`src/rtl/fifo_sdp_ram.sv`:
```
`default_nettype none
// ============================================================================
//  Module      : fifo_sdp_ram
//  Description : Simple dual-port RAM. It has one write port and one
//                registered read port, and no reset. Shared by the FIFOs
//                in this codebase.
//  Revision    : 1.0 - initial release
// ============================================================================
module fifo_sdp_ram #(
    parameter int DWIDTH = 32,
    parameter int DEPTH  = 16,
    parameter int AWIDTH = $clog2(DEPTH)
) (
    input  logic              clk,
    input  logic              i_we,
    input  logic [AWIDTH-1:0] i_waddr,
    input  logic [DWIDTH-1:0] i_wdata,
    input  logic [AWIDTH-1:0] i_raddr,
    output logic [DWIDTH-1:0] o_rdata
);

    logic [DWIDTH-1:0] mem [DEPTH];

    // Synchronous write and registered read. The contents are never reset.
    always_ff @(posedge clk) begin
        if (i_we) begin
            mem[i_waddr] <= i_wdata;
        end
        o_rdata <= mem[i_raddr];
    end

endmodule
`default_nettype wire

```
`src/rtl/fwft_fifo_lvl.sv`:
```
`default_nettype none
// ============================================================================
//  Module      : fwft_fifo_lvl
//  Description : First-word-fall-through synchronous FIFO. It has an
//                occupancy count, almost-full and almost-empty thresholds,
//                overflow and underflow pulses, and accepts a write while
//                full if a read happens in the same cycle. The head word sits
//                in an output register. The remaining words are kept in a
//                RAM that is read one cycle ahead.
//  Revision    : 1.0 - initial release
// ============================================================================
module fwft_fifo_lvl #(
    parameter int DWIDTH    = 32,
    parameter int DEPTH     = 16,
    parameter int AWIDTH    = $clog2(DEPTH),
    parameter int AFULL_TH  = DEPTH - 2,
    parameter int AEMPTY_TH = 1
) (
    input  logic              clk,
    input  logic              rst,
    input  logic              write,
    input  logic [DWIDTH-1:0] din,
    input  logic              read,
    output logic [DWIDTH-1:0] dout,
    output logic              full,
    output logic              empty,
    output logic              almost_full,
    output logic              almost_empty,
    output logic [AWIDTH:0]   count,
    output logic              overflow,
    output logic              underflow
);

    localparam logic [AWIDTH:0] C_DEPTH   = (AWIDTH+1)'(DEPTH);
    localparam logic [AWIDTH:0] C_ONE     = (AWIDTH+1)'(1);
    localparam logic [AWIDTH:0] C_AFULL   = (AWIDTH+1)'(AFULL_TH);
    localparam logic [AWIDTH:0] C_AEMPTY  = (AWIDTH+1)'(AEMPTY_TH);
    localparam logic            C_AF_RST  = (AFULL_TH == 0) ? 1'b1 : 1'b0;

    // Reject illegal parameter values at elaboration time.
    if (DEPTH < 2 || (DEPTH & (DEPTH - 1)) != 0) begin : g_chk_depth
        $error("fwft_fifo_lvl: DEPTH must be a power of two >= 2");
    end
    if (AFULL_TH < 1 || AFULL_TH > DEPTH) begin : g_chk_afull
        $error("fwft_fifo_lvl: AFULL_TH out of range 1..DEPTH");
    end
    if (AEMPTY_TH < 0 || AEMPTY_TH > DEPTH - 1) begin : g_chk_aempty
        $error("fwft_fifo_lvl: AEMPTY_TH out of range 0..DEPTH-1");
    end

    logic [AWIDTH:0]   wr_ptr_q, wr_ptr_d;
    logic [AWIDTH:0]   rd_ptr_q, rd_ptr_d;
    logic [AWIDTH:0]   count_q, count_d;
    logic [DWIDTH-1:0] head_q, head_d;
    logic              full_q, full_d;
    logic              empty_q, empty_d;
    logic              afull_q, afull_d;
    logic              aempty_q, aempty_d;
    logic              ovf_q, ovf_d;
    logic              udf_q, udf_d;
    logic              fwd_valid_q, fwd_valid_d;
    logic [DWIDTH-1:0] fwd_data_q, fwd_data_d;

    logic              ren, wen;
    logic              head_take, ram_has_data;
    logic              load_ram, load_bypass, ram_we;
    logic [DWIDTH-1:0] ram_rdata, prefetch;

    // The RAM is DEPTH deep so that it wraps on power-of-two pointers.
    // Capacity is still bounded by count: it holds at most DEPTH-1 words
    // behind the head register.
    fifo_sdp_ram #(
        .DWIDTH (DWIDTH),
        .DEPTH  (DEPTH),
        .AWIDTH (AWIDTH)
    ) u_ram (
        .clk     (clk),
        .i_we    (ram_we),
        .i_waddr (wr_ptr_q[AWIDTH-1:0]),
        .i_wdata (din),
        .i_raddr (rd_ptr_d[AWIDTH-1:0]),
        .o_rdata (ram_rdata)
    );

    // Accept logic, head load selection, pointer and flag next-state.
    always_comb begin
        ren          = read & ~empty_q;
        wen          = write & (~full_q | read);
        // The head is valid whenever count is non-zero. The RAM holds count-1.
        head_take    = empty_q | ren;
        ram_has_data = (count_q > C_ONE);
        load_ram     = head_take & ram_has_data;
        load_bypass  = head_take & ~ram_has_data & wen;
        ram_we       = wen & ~load_bypass;

        // A word written in the previous cycle to the address being read
        // ahead is not visible in the registered RAM output yet. Use the
        // forwarded copy in that case.
        prefetch     = fwd_valid_q ? fwd_data_q : ram_rdata;

        head_d       = head_q;
        if (load_ram) begin
            head_d = prefetch;
        end else if (load_bypass) begin
            head_d = din;
        end

        wr_ptr_d     = wr_ptr_q + {{AWIDTH{1'b0}}, ram_we};
        rd_ptr_d     = rd_ptr_q + {{AWIDTH{1'b0}}, load_ram};

        // The RAM write address equals the next read-ahead address only
        // when the RAM is otherwise empty, so the written word is next.
        fwd_valid_d  = ram_we && (wr_ptr_q[AWIDTH-1:0] == rd_ptr_d[AWIDTH-1:0]);
        fwd_data_d   = din;

        count_d      = count_q + {{AWIDTH{1'b0}}, wen} - {{AWIDTH{1'b0}}, ren};
        full_d       = (count_d == C_DEPTH);
        empty_d      = (count_d == '0);
        afull_d      = (count_d >= C_AFULL);
        aempty_d     = (count_d <= C_AEMPTY);
        ovf_d        = write & full_q & ~read;
        udf_d        = read & empty_q;
    end

    // State register. The asynchronous reset flushes everything except the RAM.
    always_ff @(posedge clk or posedge rst) begin
        if (rst) begin
            wr_ptr_q    <= '0;
            rd_ptr_q    <= '0;
            count_q     <= '0;
            head_q      <= '0;
            full_q      <= 1'b0;
            empty_q     <= 1'b1;
            afull_q     <= C_AF_RST;
            aempty_q    <= 1'b1;
            ovf_q       <= 1'b0;
            udf_q       <= 1'b0;
            fwd_valid_q <= 1'b0;
            fwd_data_q  <= '0;
        end else begin
            wr_ptr_q    <= wr_ptr_d;
            rd_ptr_q    <= rd_ptr_d;
            count_q     <= count_d;
            head_q      <= head_d;
            full_q      <= full_d;
            empty_q     <= empty_d;
            afull_q     <= afull_d;
            aempty_q    <= aempty_d;
            ovf_q       <= ovf_d;
            udf_q       <= udf_d;
            fwd_valid_q <= fwd_valid_d;
            fwd_data_q  <= fwd_data_d;
        end
    end

    assign dout         = head_q;
    assign full         = full_q;
    assign empty        = empty_q;
    assign almost_full  = afull_q;
    assign almost_empty = aempty_q;
    assign count        = count_q;
    assign overflow     = ovf_q;
    assign underflow    = udf_q;

endmodule
`default_nettype wire

```
`config.mk`:
```
export PLATFORM = sky130hd
export DESIGN_NAME = fwft_fifo_lvl
export DESIGN_NICKNAME = d
export VERILOG_FILES = /design/src/rtl/fifo_sdp_ram.sv /design/src/rtl/fwft_fifo_lvl.sv
export SDC_FILE = /design/constraint.sdc
export NUM_CORES = 1
export LEC_CHECK = 0
export ABC_CLOCK_PERIOD_IN_PS = 6100
export CORE_MARGIN = 8
export CORE_UTILIZATION = 60
export CTS_BUF_LIST = sky130_fd_sc_hd__clkbuf_2 sky130_fd_sc_hd__clkbuf_4 sky130_fd_sc_hd__clkbuf_8
export DETAILED_ROUTE_END_ITERATION = 10
export PLACE_DENSITY_LB_ADDON = 0.05
export SLEW_MARGIN = 20
export SYNTH_ARGS = -nofsm -noshare
export SYNTH_HDL_FRONTEND = slang
export SYNTH_SLANG_ARGS = --single-unit
```
`constraint.sdc`:
```
create_clock -name clk -period 6.1 [get_ports clk]
set_clock_uncertainty 0.15 [all_clocks]
set_input_delay 0.61 -clock clk [delete_from_list [all_inputs] [get_ports clk]]
set_output_delay 0.61 -clock clk [all_outputs]
set_load 0.02 [all_outputs]
```
==> results.tsv, run 1 <==
stage	metric	value	unit
drt	Routed WL	49900	um
drt	drc violations	0	
yosys	sequential-to-total area share from yosys stat	0.759	
clock_network	root buffer cell	clkbuf_8	
power	maximum vdd drop	981	uV
timing	Fmax	0.235	GHz
critical_path	kind of critical path	register to register	
run_status	status	finished, final reports clean	
clock_network	worst-skew pair later-pin latency	0.65	ns
timing	Worst Tran Pin Value	1.10	ns
drt	Vias/cell	6.08	
placement	DP HPWL	25000	um
power	Switch Pwr	4.99	mW
critical_path	crit-path max FO	42	
yosys	Yosys top cell by area	edfxtp_1	
yosys	Mapped Cells	1172	
power	Pleak	9.41	nW
clock_network	Sink Count	628	
power	Seq pwr share	0.369	
drt	via count	11700	
grt	number of global-route vias before repair	12300	
timing	Fin. Hold Viols	0	
grt	antenna violations before repair	0	
critical_path	Crit path max-delay family	adder cells	
yosys	Avg Cell Area, Syn	20.4	um2
power	pwr/cell area	554	nW/um2
yosys	Yosys cell types	41	
power	Comb power frac	0.397	
finish	Nets	1373	
timing	crit share post-route	0.698	
drt	Final ANT Viol Nets	0	
placement	GPL Wtd Cong	0.723	
power	Int Pwr	10.2	mW
floorplan	Die H	216	um
clock_network	Num CTS Buffers	97	
yosys	Synth Net Count	1222	
drt	DRT met1 WL	21300	um
critical_path	Worst EP required	6.43	ns
yosys	Area contributors post-synth	edfxtp_1 (64%), mux4_2 (12%), dfrtp_1 (8.6%), mux2i_1 (3.8%), dfxtp_1 (2.7%)	
yosys	post-synthesis async set-or-reset flop share	0.134	
yosys	post-synthesis instance area	23900	um2
critical_path	CP peak stage delay	0.85	ns
finish	layout cells sized above 1	0.258	
critical_path	FF-to-FF End	u_ram.o_rdata[2]	
timing	fin worst setup slack	1.84	ns
clock_network	CTS Buffer Depth	3	
critical_path	Worst Reg-to-Reg Cells	12	
grt	largest net degree at the start of global routing	65	
critical_path	crit-path cells	inv_1, ha_1, nand2b_1, a21boi_1, or2_2, inv_1, ha_4, buf_4, mux4_2, and2_1, a211oi_1, a31oi_1	
floorplan	I/O Pins	79	
clock_network	H-tree depth	3	
critical_path	R2R Path Start	count[1]	
flow_run	max_cap viols	0	
grt	All-Layer GR Usage	0.219	
placement	Placement Setup Slack	1.65	ns
clock_network	Post-CTS Setup Inserts	0	
drt	Routed WL per cell	25.8	um
drt	TritonRoute pass-1 iters	4	
yosys	number of synthesized register bits	628	
drt	met2 wire len	24700	um
critical_path	register-to-register setup slack	1.84	ns
yosys	Synth warnings	0	
floorplan	Row Count	73	
drt	top layer used by detailed routing	met4	
critical_path	CP arrival	4.59	ns
power	Clock Power Share	0.234	
drt	met3 routed WL	2790	um
timing	fin. max-slew vios	0	
floorplan	Starting Density	0.604	
timing	final setup fails	0	
drt	Starting DRT DRC Count	1072	
floorplan	Die Wd	216	um
placement	I/O Buffers	78	
finish	Synth-to-Final Area Change	15.1	%
yosys	top_reg_cell synth	edfxtp_1	
grt	GR Overflow Total	0	
timing	Final Critical Period	4.26	ns
min_path	worst hold path class	primary input to asynchronous set/reset pin	
finish	n_diodes	0	
yosys	area share of the largest cell type after synthesis	0.644	
floorplan	Total Die Area	46400	um2
critical_path	slowest CP cell	ha_4	
yosys	Post-synth EDFFs	512	
critical_path	Critical Path Source Type	register	
timing	RSZ-0062 raised after global routing	false	
grt	first-pass GRT wire length	76000	um
critical_path	Worst Setup End Kind	register	
timing	total negative slack	0	ns
clock_network	CTS tree	yes	
power	Switching Share	0.328	
critical_path	Most common cell on crit path	inv_1	
clock_network	hold-fix buffers at CTS	0	
floorplan	Core ar.	39500	um2
clock_network	PostCTS Resize Cnt	0	
clock_network	clock transition at the registers of the reported paths	0.07	ns
critical_path	CP bufs+invs	3	
timing	Slew HR	0.269	
==> power by group through the flow <==
| stage | clock network, mW | registers [mW] | logic (mW) |
|---|---|---|---|
| global route | 3.82 | 5.67 | 6.53 |
| global placement | 0 | 5.68 | 6.09 |
| finish | 3.56 | 5.62 | 6.05 |
| floorplan | 0 | 5.79 | 4.39 |
| detailed placement | 0 | 5.70 | 6.14 |
| CTS | 3.64 | 5.62 | 6.16 |
==> layer usage <==
layer | GRT usage | up-vias
met5 | 0 | -
met1 | 0.300 | 6253
li1 | - | 5065
met2 | 0.357 | 349
met4 | 0.0667 | 0
met3 | 0.0414 | 79
==> placed cells by master, fill, tap and decap left out, types with 2 or more instances in the layout <==
cell | synthesis | final
o211ai_1 | 3 | 3
buf_4 | 0 | 35
clkbuf_4 | 0 | 30
buf_12 | 0 | 4
or2_2 | 4 | 4
and2_1 | 33 | 33
o21ai_0 | 2 | 2
or3_1 | 2 | 2
o221ai_1 | 3 | 3
mux2i_1 | 90 | 90
a31oi_1 | 32 | 32
nor4_2 | 0 | 16
a211oi_1 | 32 | 32
clkbuf_8 | 0 | 111
nor2b_1 | 2 | 2
clkinv_2 | 0 | 14
clkinvlp_4 | 0 | 5
nand3_1 | 3 | 3
edfxtp_1 | 512 | 512
xnor2_1 | 8 | 6
a21oi_1 | 2 | 2
dfrtp_1 | 82 | 81
ha_4 | 0 | 2
clkdlybuf4s50_1 | 0 | 78
inv_1 | 14 | 12
xnor2_2 | 0 | 2
dfstp_2 | 2 | 2
mux4_2 | 128 | 128
ha_1 | 13 | 11
clkinv_1 | 0 | 19
dfxtp_1 | 32 | 32
bufinv_16 | 0 | 3
nand2b_1 | 6 | 6
xor2_1 | 2 | 2
nor4_1 | 19 | 3
o21bai_1 | 2 | 2
nand2_1 | 67 | 67
==> Yosys cell counts, types with 2 or more instances <==
cell type	instances
a21oi_1	2
buf_6	13
nor4_1	19
buf_2	22
a211oi_1	32
ha_1	13
or3_1	2
o21bai_1	2
mux2i_1	90
dfxtp_1	32
xnor2_1	8
o21ai_0	2
a31oi_1	32
clkbuf_1	27
mux4_2	128
o221ai_1	3
dfstp_2	2
nand2b_1	6
buf_1	3
nor2b_1	2
xor2_1	2
and2_1	33
dfrtp_1	82
inv_1	14
edfxtp_1	512
o211ai_1	3
nand3_1	3
nand2_1	67
or2_2	4
==> registers in the layout, indices dropped and copies added, names as in the netlist, 4 cells and up <==
signal / cells
dout: 32
u_ram.mem: 512
rd_ptr_q: 4
fwd_data_q: 32
wr_ptr_q: 4
u_ram.o_rdata: 32
count: 5
==> cells by family (layout without fill, tap and decap cells) <==
kind of cell	after synthesis	in the layout	synth area share
buffers and inverters	79	314	0.0177
adder cells (fa/ha/maj)	14	14	0.00765
AO/OA/AOI/OAI	83	83	0.0243
flip-flops	628	628	0.759
XOR/XNOR	10	10	0.00367
multiplexers	218	218	0.158
AND/OR/NAND/NOR	140	140	0.0296
==> layout make-up <==
type	instances	area, um2
clock inverter	42	284
clock buffer	141	1750
timing repair buffer	117	1120
sequential	628	18100
multi-input combinational	465	5490
tap	525	657
inverter	14	56.3
fill	2522	12100
==> worst register-to-register path: cells and delay by family, from the launching register on <==
family                     cells  cell delay, ns
buffers and inverters          3            0.67
DFF                            1            0.41
AOI/OAI and AO/OA              3            0.87
and+or+nand+nor                3            0.44
adders and majority gates      2            1.02
muxes                          1            0.54
==> metrics by stage <==
stage                util  std cells  power (mW)  hold slack [ns]  cell area (um2)
floorplan               -       1172        10.2            0.336            23900
global placement    0.644       1749        11.8            0.341            25500
detailed placement  0.644       1749        11.8            0.351            25500
CTS                 0.695       1932        15.4            0.210            27500
global route        0.695       1932        16.0            0.237            27500
finish              0.695       1932        15.2            0.218            27500
==> worst max-delay path by stage <==
| stage | cells after the start | slack [ns] | startpoint | end |
|---|---|---|---|---|
| final | 12 | 1.84 | count[1] | u_ram.o_rdata[2] |
| after global routing | 12 | 1.63 | count[1] | u_ram.o_rdata[2] |
| after CTS | 12 | 1.86 | count[1] | u_ram.o_rdata[2] |
| after detailed placement | 10 | 1.65 | read | u_ram.o_rdata[2] |
| after global placement | 10 | 1.74 | read | u_ram.o_rdata[3] |
| after floorplan | 8 | 0.83 | count[1] | u_ram.mem[4][0] |
Note: power is estimated with default switching activity, not from simulation.
==> inputs of run 2 (changes only) <==
- ABC_CLOCK_PERIOD_IN_PS: 6100 -> 3600
- CORE_UTILIZATION: 60 -> 57
- clock period: 6.1 -> 3.6 ns (I/O delays scaled with it)
==> results.tsv, run 2 (synthesized netlist as in run 1, its figures left out) <==
stage	metric	value	unit	change
drt	Routed WL	51800	um	+3.7%
min_path	worst hold path class	primary input to register		
power	Int Pwr	18.0	mW	+76%
critical_path	CP arrival	3.80	ns	-0.79 ns
grt	antenna violations before repair	0		unchanged
grt	largest net degree at the start of global routing	65		unchanged
clock_network	CTS Buffer Depth	3		unchanged
critical_path	slowest CP cell	mux4_2		
clock_network	worst-skew pair later-pin latency	0.67	ns	+0.02 ns
finish	layout cells sized above 1	0.277		+0.0188
timing	crit share post-route	0.948		+0.250
critical_path	Worst EP required	3.99	ns	-2.44 ns
timing	Final Critical Period	3.41	ns	-0.846 ns
power	Switch Pwr	8.77	mW	+76%
flow_run	max_cap viols	0		unchanged
floorplan	I/O Pins	79		unchanged
critical_path	WP depth	12		unchanged
grt	All-Layer GR Usage	0.218		-0.000452
finish	n_diodes	0		unchanged
drt	Final ANT Viol Nets	0		unchanged
placement	I/O Buffers	78		unchanged
clock_network	CTS tree	yes		
finish	fin area	28200	um2	+2.5%
floorplan	Starting Density	0.573		-0.0307
grt	GR Overflow Total	0		unchanged
clock_network	root buffer cell	clkbuf_8		
critical_path	crit-path cells	inv_1, ha_1, and4bb_2, o21bai_1, or2_2, inv_1, ha_4, buf_16, mux4_2, and2_1, a211oi_1, a31oi_1		
grt	number of global-route vias before repair	12400		+0.59%
grt	first-pass GRT wire length	77400	um	+1.8%
placement	dpl cell area	26000	um2	+2.1%
power	Switching Share	0.327		-0.000705
run_status	status	finished, final reports clean		
drt	Routed WL per cell	26.3	um	+1.9%
floorplan	Total Die Area	48700	um2	+4.9%
finish	commonest non-fill, non-tap cell in the layout	edfxtp_1		
timing	final setup fails	0		unchanged
floorplan	Core ar.	41700	um2	+5.3%
drt	via count	11800		+0.54%
placement	GPL Wtd Cong	0.731		+1.2%
drt	drc violations	0		unchanged
critical_path	FF-to-FF End	u_ram.o_rdata[1]		
critical_path	Critical Path Source Type	register		
floorplan	Die Wd	221	um	+2.4%
timing	Fin. Hold Viols	0		unchanged
drt	Starting DRT DRC Count	897		-16%
finish	max FFs per register	512		unchanged
finish	Finished Layout Cells	1966		+1.8%
clock_network	Num CTS Buffers	99		+2.1%
power	Comb power frac	0.410		+0.013
clock_network	Post-CTS Setup Inserts	0		unchanged
power	Total Power	26.8	mW	+76%
critical_path	crit-path max FO	42		unchanged
timing	Slew HR	0.465		+0.196
critical_path	Worst Reg-to-Reg Cells	12		unchanged
finish	Synth-to-Final Area Change	18.0	%	
power	Pleak	9.66	nW	+2.7%
power	pwr/cell area	951	nW/um2	+72%
critical_path	Worst Setup End Kind	register		
critical_path	register-to-register setup slack	0.19	ns	-1.65 ns
power	Clock Power Share	0.235		about the same
power	Seq pwr share	0.355		-0.014
clock_network	clock transition at the registers of the reported paths	0.06	ns	about the same
critical_path	R2R Path Start	count[2]		
timing	fin. max-slew vios	0		unchanged
critical_path	Crit path max-delay family	simple AND/OR/NAND/NOR gates		
floorplan	Row Count	75		+2.7%
critical_path	CP bufs+invs	3		unchanged
timing	Fmax	0.293	GHz	+25%
floorplan	Die H	221	um	+2.4%
critical_path	CP peak stage delay	0.53	ns	-0.32 ns
clock_network	H-tree depth	3		unchanged
critical_path	Most common cell on crit path	inv_1		
clock_network	Sink Count	628		unchanged
critical_path	Critical Path Start	count[2]		
finish	commonest non-fill, non-tap cells in the layout	edfxtp_1 (512), mux4_2 (128), clkbuf_8 (117), mux2i_1 (90), dfrtp_1 (81)		
placement	DP HPWL	25600	um	+2.4%
finish	Nets	1391		+1.3%
critical_path	kind of critical path	register to register		
critical_path	CP endpoint	u_ram.o_rdata[1]		
timing	Worst Tran Pin Value	0.802	ns	-0.294 ns
power	maximum vdd drop	827	uV	-16%
drt	Vias/cell	6.01		-1.2%
placement	# placed instances	1777		+1.6%
drt	TritonRoute pass-1 iters	5		+1
finish	Biggest register	u_ram.mem		
timing	RSZ-0062 raised after global routing	false		
[run 2: area by class of cell]
type                       instances  area [um2]
sequential                       628       18100
fill                            2742       13500
multi-input combinational        465        5650
clock buffer                     167        1990
timing repair buffer             133        1540
tap                              539         674
clock inverter                    20         156
inverter                          14        55.1
[run 2: stage by stage]
| step | setup TNS [ns] | hold WS [ns] | setup WS (ns) | utilization |
|---|---|---|---|---|
| floorplan | -162.09 | 0.241 | -0.409 | - |
| global placement | 0 | 0.353 | 0.261 | 0.624 |
| detailed placement | 0 | 0.355 | 0.212 | 0.624 |
| CTS | 0 | 0.238 | 0.168 | 0.675 |
| global route | 0 | 0.276 | 0.00475 | 0.676 |
| finish | 0 | 0.300 | 0.186 | 0.676 |
[run 2: metal layers]
| metal | up-vias | global-route usage | part of all wire |
|---|---|---|---|
| met4 | 0 | 0.0585 | 0.018 |
| met3 | 81 | 0.0380 | 0.047 |
| li1 | 5100 | - | - |
| met5 | - | 0 | 0 |
| met2 | 304 | 0.359 | 0.50 |
| met1 | 6325 | 0.303 | 0.43 |
[run 2: worst min path at each step]
stage	cells after the start	to	slack [ns]	start
after floorplan	0	fwd_data_q[0]	0.24	din[0]
after global placement	2	dout[10]	0.35	u_ram.o_rdata[10]
after detailed placement	2	dout[10]	0.36	u_ram.o_rdata[10]
after CTS	2	overflow	0.24	write
after global routing	2	overflow	0.28	write
final	2	overflow	0.30	write
[run 2: what timing repair did]
action,CTS,global route
setup endpoints to repair,0,1
endpoints found under the hold margin,34,0
gates resized for setup,0,3
hold buffers,1,0
[run 2: power groups by stage]
stage / Combinational [mW] / Clock (mW) / Sequential (mW)
after global routing: 11.9 / 6.72 / 9.60
after floorplan: 7.50 / 0 / 9.78
after CTS: 11.1 / 6.43 / 9.52
after detailed placement: 11.0 / 0 / 9.66
final: 11.0 / 6.29 / 9.51
after global placement: 10.9 / 0 / 9.63
==> inputs of run 3 (changes only) <==
- CORE_MARGIN: 8 -> not set
- CTS_CLUSTER_DIAMETER: not set -> 100
==> results.tsv, run 3 (synthesized netlist as in run 1, its figures left out) <==
stage	metric	value	unit	change
run_status	status	finished, final reports clean		
grt	first-pass GRT wire length	75600	um	-2.3%
min_path	hold wc startpoint	write		
clock_network	H-tree depth	3		unchanged
power	Pleak	9.61	nW	-0.50%
grt	antenna violations before repair	0		unchanged
clock_network	CTS tree	yes		
drt	Starting DRT DRC Count	939		+4.7%
critical_path	R2R Path Start	count[2]		
finish	Nets	1388		-0.22%
critical_path	Critical Path Start	count[2]		
floorplan	Core ar.	41100	um2	-1.3%
finish	fill count	2685		-2.1%
critical_path	kind of critical path	register to register		
clock_network	CTS Buffer Depth	3		unchanged
timing	RSZ-0062 raised after global routing	true		
grt	GR Overflow Total	0		unchanged
timing	Worst Tran Pin Value	0.785	ns	-0.0170 ns
timing	Min Hold Slack	0.304	ns	+0.00443 ns
critical_path	CP peak stage delay	0.53	ns	about the same
finish	Synth-to-Final Area Change	17.4	%	
timing	final setup fails	0		unchanged
floorplan	Die Wd	207	um	-6.3%
critical_path	CP arrival	3.73	ns	-0.07 ns
clock_network	Sink Count	628		unchanged
critical_path	crit-path cells	inv_1, ha_1, and4bb_2, o21bai_1, or2_2, inv_1, ha_4, buf_16, mux4_2, and2_1, a211oi_1, a31oi_1		
drt	Routed WL per cell	25.9	um	-1.5%
finish	commonest non-fill, non-tap cells in the layout	edfxtp_1 (512), mux4_2 (128), clkbuf_8 (112), mux2i_1 (90), dfrtp_1 (81)		
placement	GPL Wtd Cong	0.740		+1.2%
finish	commonest non-fill, non-tap cell in the layout	edfxtp_1		
critical_path	Worst Setup End Kind	register		
timing	total negative slack	0	ns	unchanged
power	pwr/cell area	945	nW/um2	-0.65%
timing	Slew HR	0.477		+0.0113
finish	max FFs per register	512		unchanged
placement	Placement Setup Slack	0.139	ns	-0.0728 ns
finish	Finished Layout Cells	1953		-0.66%
finish	Final Core Density	0.682		+0.00594
critical_path	slowest CP cell	mux4_2		
critical_path	Most common cell on crit path	inv_1		
floorplan	Row Count	74		-1.3%
clock_network	Num CTS Buffers	96		-3.0%
grt	All-Layer GR Usage	0.247		+0.0293
drt	Final ANT Viol Nets	0		unchanged
drt	via count	11700		-0.54%
finish	layout cells sized above 1	0.271		-0.00587
drt	TritonRoute pass-1 iters	7		+2
finish	n_diodes	0		unchanged
placement	DP HPWL	26100	um	+1.8%
drt	Vias/cell	6.01		+0.12%
placement	# placed instances	1771		-0.34%
floorplan	Die H	207	um	-6.3%
placement	dpl cell area	26000	um2	about the same
critical_path	Critical Path Source Type	register		
critical_path	register-to-register setup slack	0.21	ns	+0.03 ns
drt	drc violations	0		unchanged
floorplan	Total Die Area	42700	um2	-12%
timing	fin. max-slew vios	0		unchanged
clock_network	worst-skew pair later-pin latency	0.66	ns	about the same
finish	Biggest register	u_ram.mem		
power	Total Power	26.5	mW	-1.1%
timing	Final Critical Period	3.39	ns	-0.0256 ns
critical_path	crit-path max FO	27		-36%
drt	Routed WL	50700	um	-2.1%
timing	crit share post-route	0.941		-0.00711
critical_path	Worst EP required	3.95	ns	-0.04 ns
placement	I/O Buffers	78		unchanged
grt	largest net degree at the start of global routing	65		unchanged
floorplan	I/O Pins	79		unchanged
timing	Fin. Hold Viols	0		unchanged
min_path	worst hold path class	primary input to register		
finish	fin area	28000	um2	-0.47%
clock_network	root buffer cell	clkbuf_8		
flow_run	max_cap viols	0		unchanged
timing	Fmax	0.295	GHz	+0.76%
floorplan	Starting Density	0.581		+0.00775
clock_network	clock transition at the registers of the reported paths	0.06	ns	about the same
timing	fin worst setup slack	0.212	ns	+0.0256 ns
grt	number of global-route vias before repair	12300		-1.0%
power	maximum vdd drop	808	uV	-2.3%
-- run 3: changes by cell type in the layout (fill, tap and decap cells not counted), sizes merged --
cell	change
clkbuf	-16
clkinv	+8
inv	+2
buf	+1
clkinvlp	-1
-- run 3: power by group --
group          internal, mW  switching [mW]  total [mW]
registers              9.06           0.479        9.54
clock network          3.41            2.65        6.06
logic                  5.36            5.55        10.9
-- run 3: timing repair --
item | in CTS | in global routing
resized for setup | 0 | 1
hold buffers | 1 | 0
setup buffers | 0 | 0
setup endpoints to repair | 0 | 2
endpoints found under the hold margin | 1 | 0
-- run 3: final cells by class --
type                       instances  area, um2  share of cell area
clock buffer                     152       1840              0.0657
clock inverter                    29        206             0.00736
inverter                          14       55.1             0.00196
multi-input combinational        465       5640               0.201
sequential                       628      18100               0.646
tap                              532        666              0.0237
timing repair buffer             133       1520              0.0541
-- run 3: critical path: cells and delay by family, from the launching register on --
family	cells	cell delay (ns)
simple gates	3	0.73
mux	1	0.53
compound gates	3	0.47
flops	1	0.37
buf+inv	3	0.46
fa+ha+maj	2	0.52
-- run 3: routing by layer --
| metal | share of wire | track usage |
|---|---|---|
| met5 | 0 | 0 |
| met4 | 0.017 | 0.0709 |
| met3 | 0.054 | 0.0462 |
| met2 | 0.50 | 0.409 |
| met1 | 0.42 | 0.341 |
-- run 3: worst paths after layout --
| check | cells after the start | end |
|---|---|---|
| setup / recovery | 12 | u_ram.o_rdata[1] |
| hold / removal | 2 | overflow |
| setup reg to reg | 12 | u_ram.o_rdata[1] |
| hold reg to reg | 2 | dout[17] |
| max in group asynchronous | 4 | empty |
| min in group asynchronous | 3 | overflow |
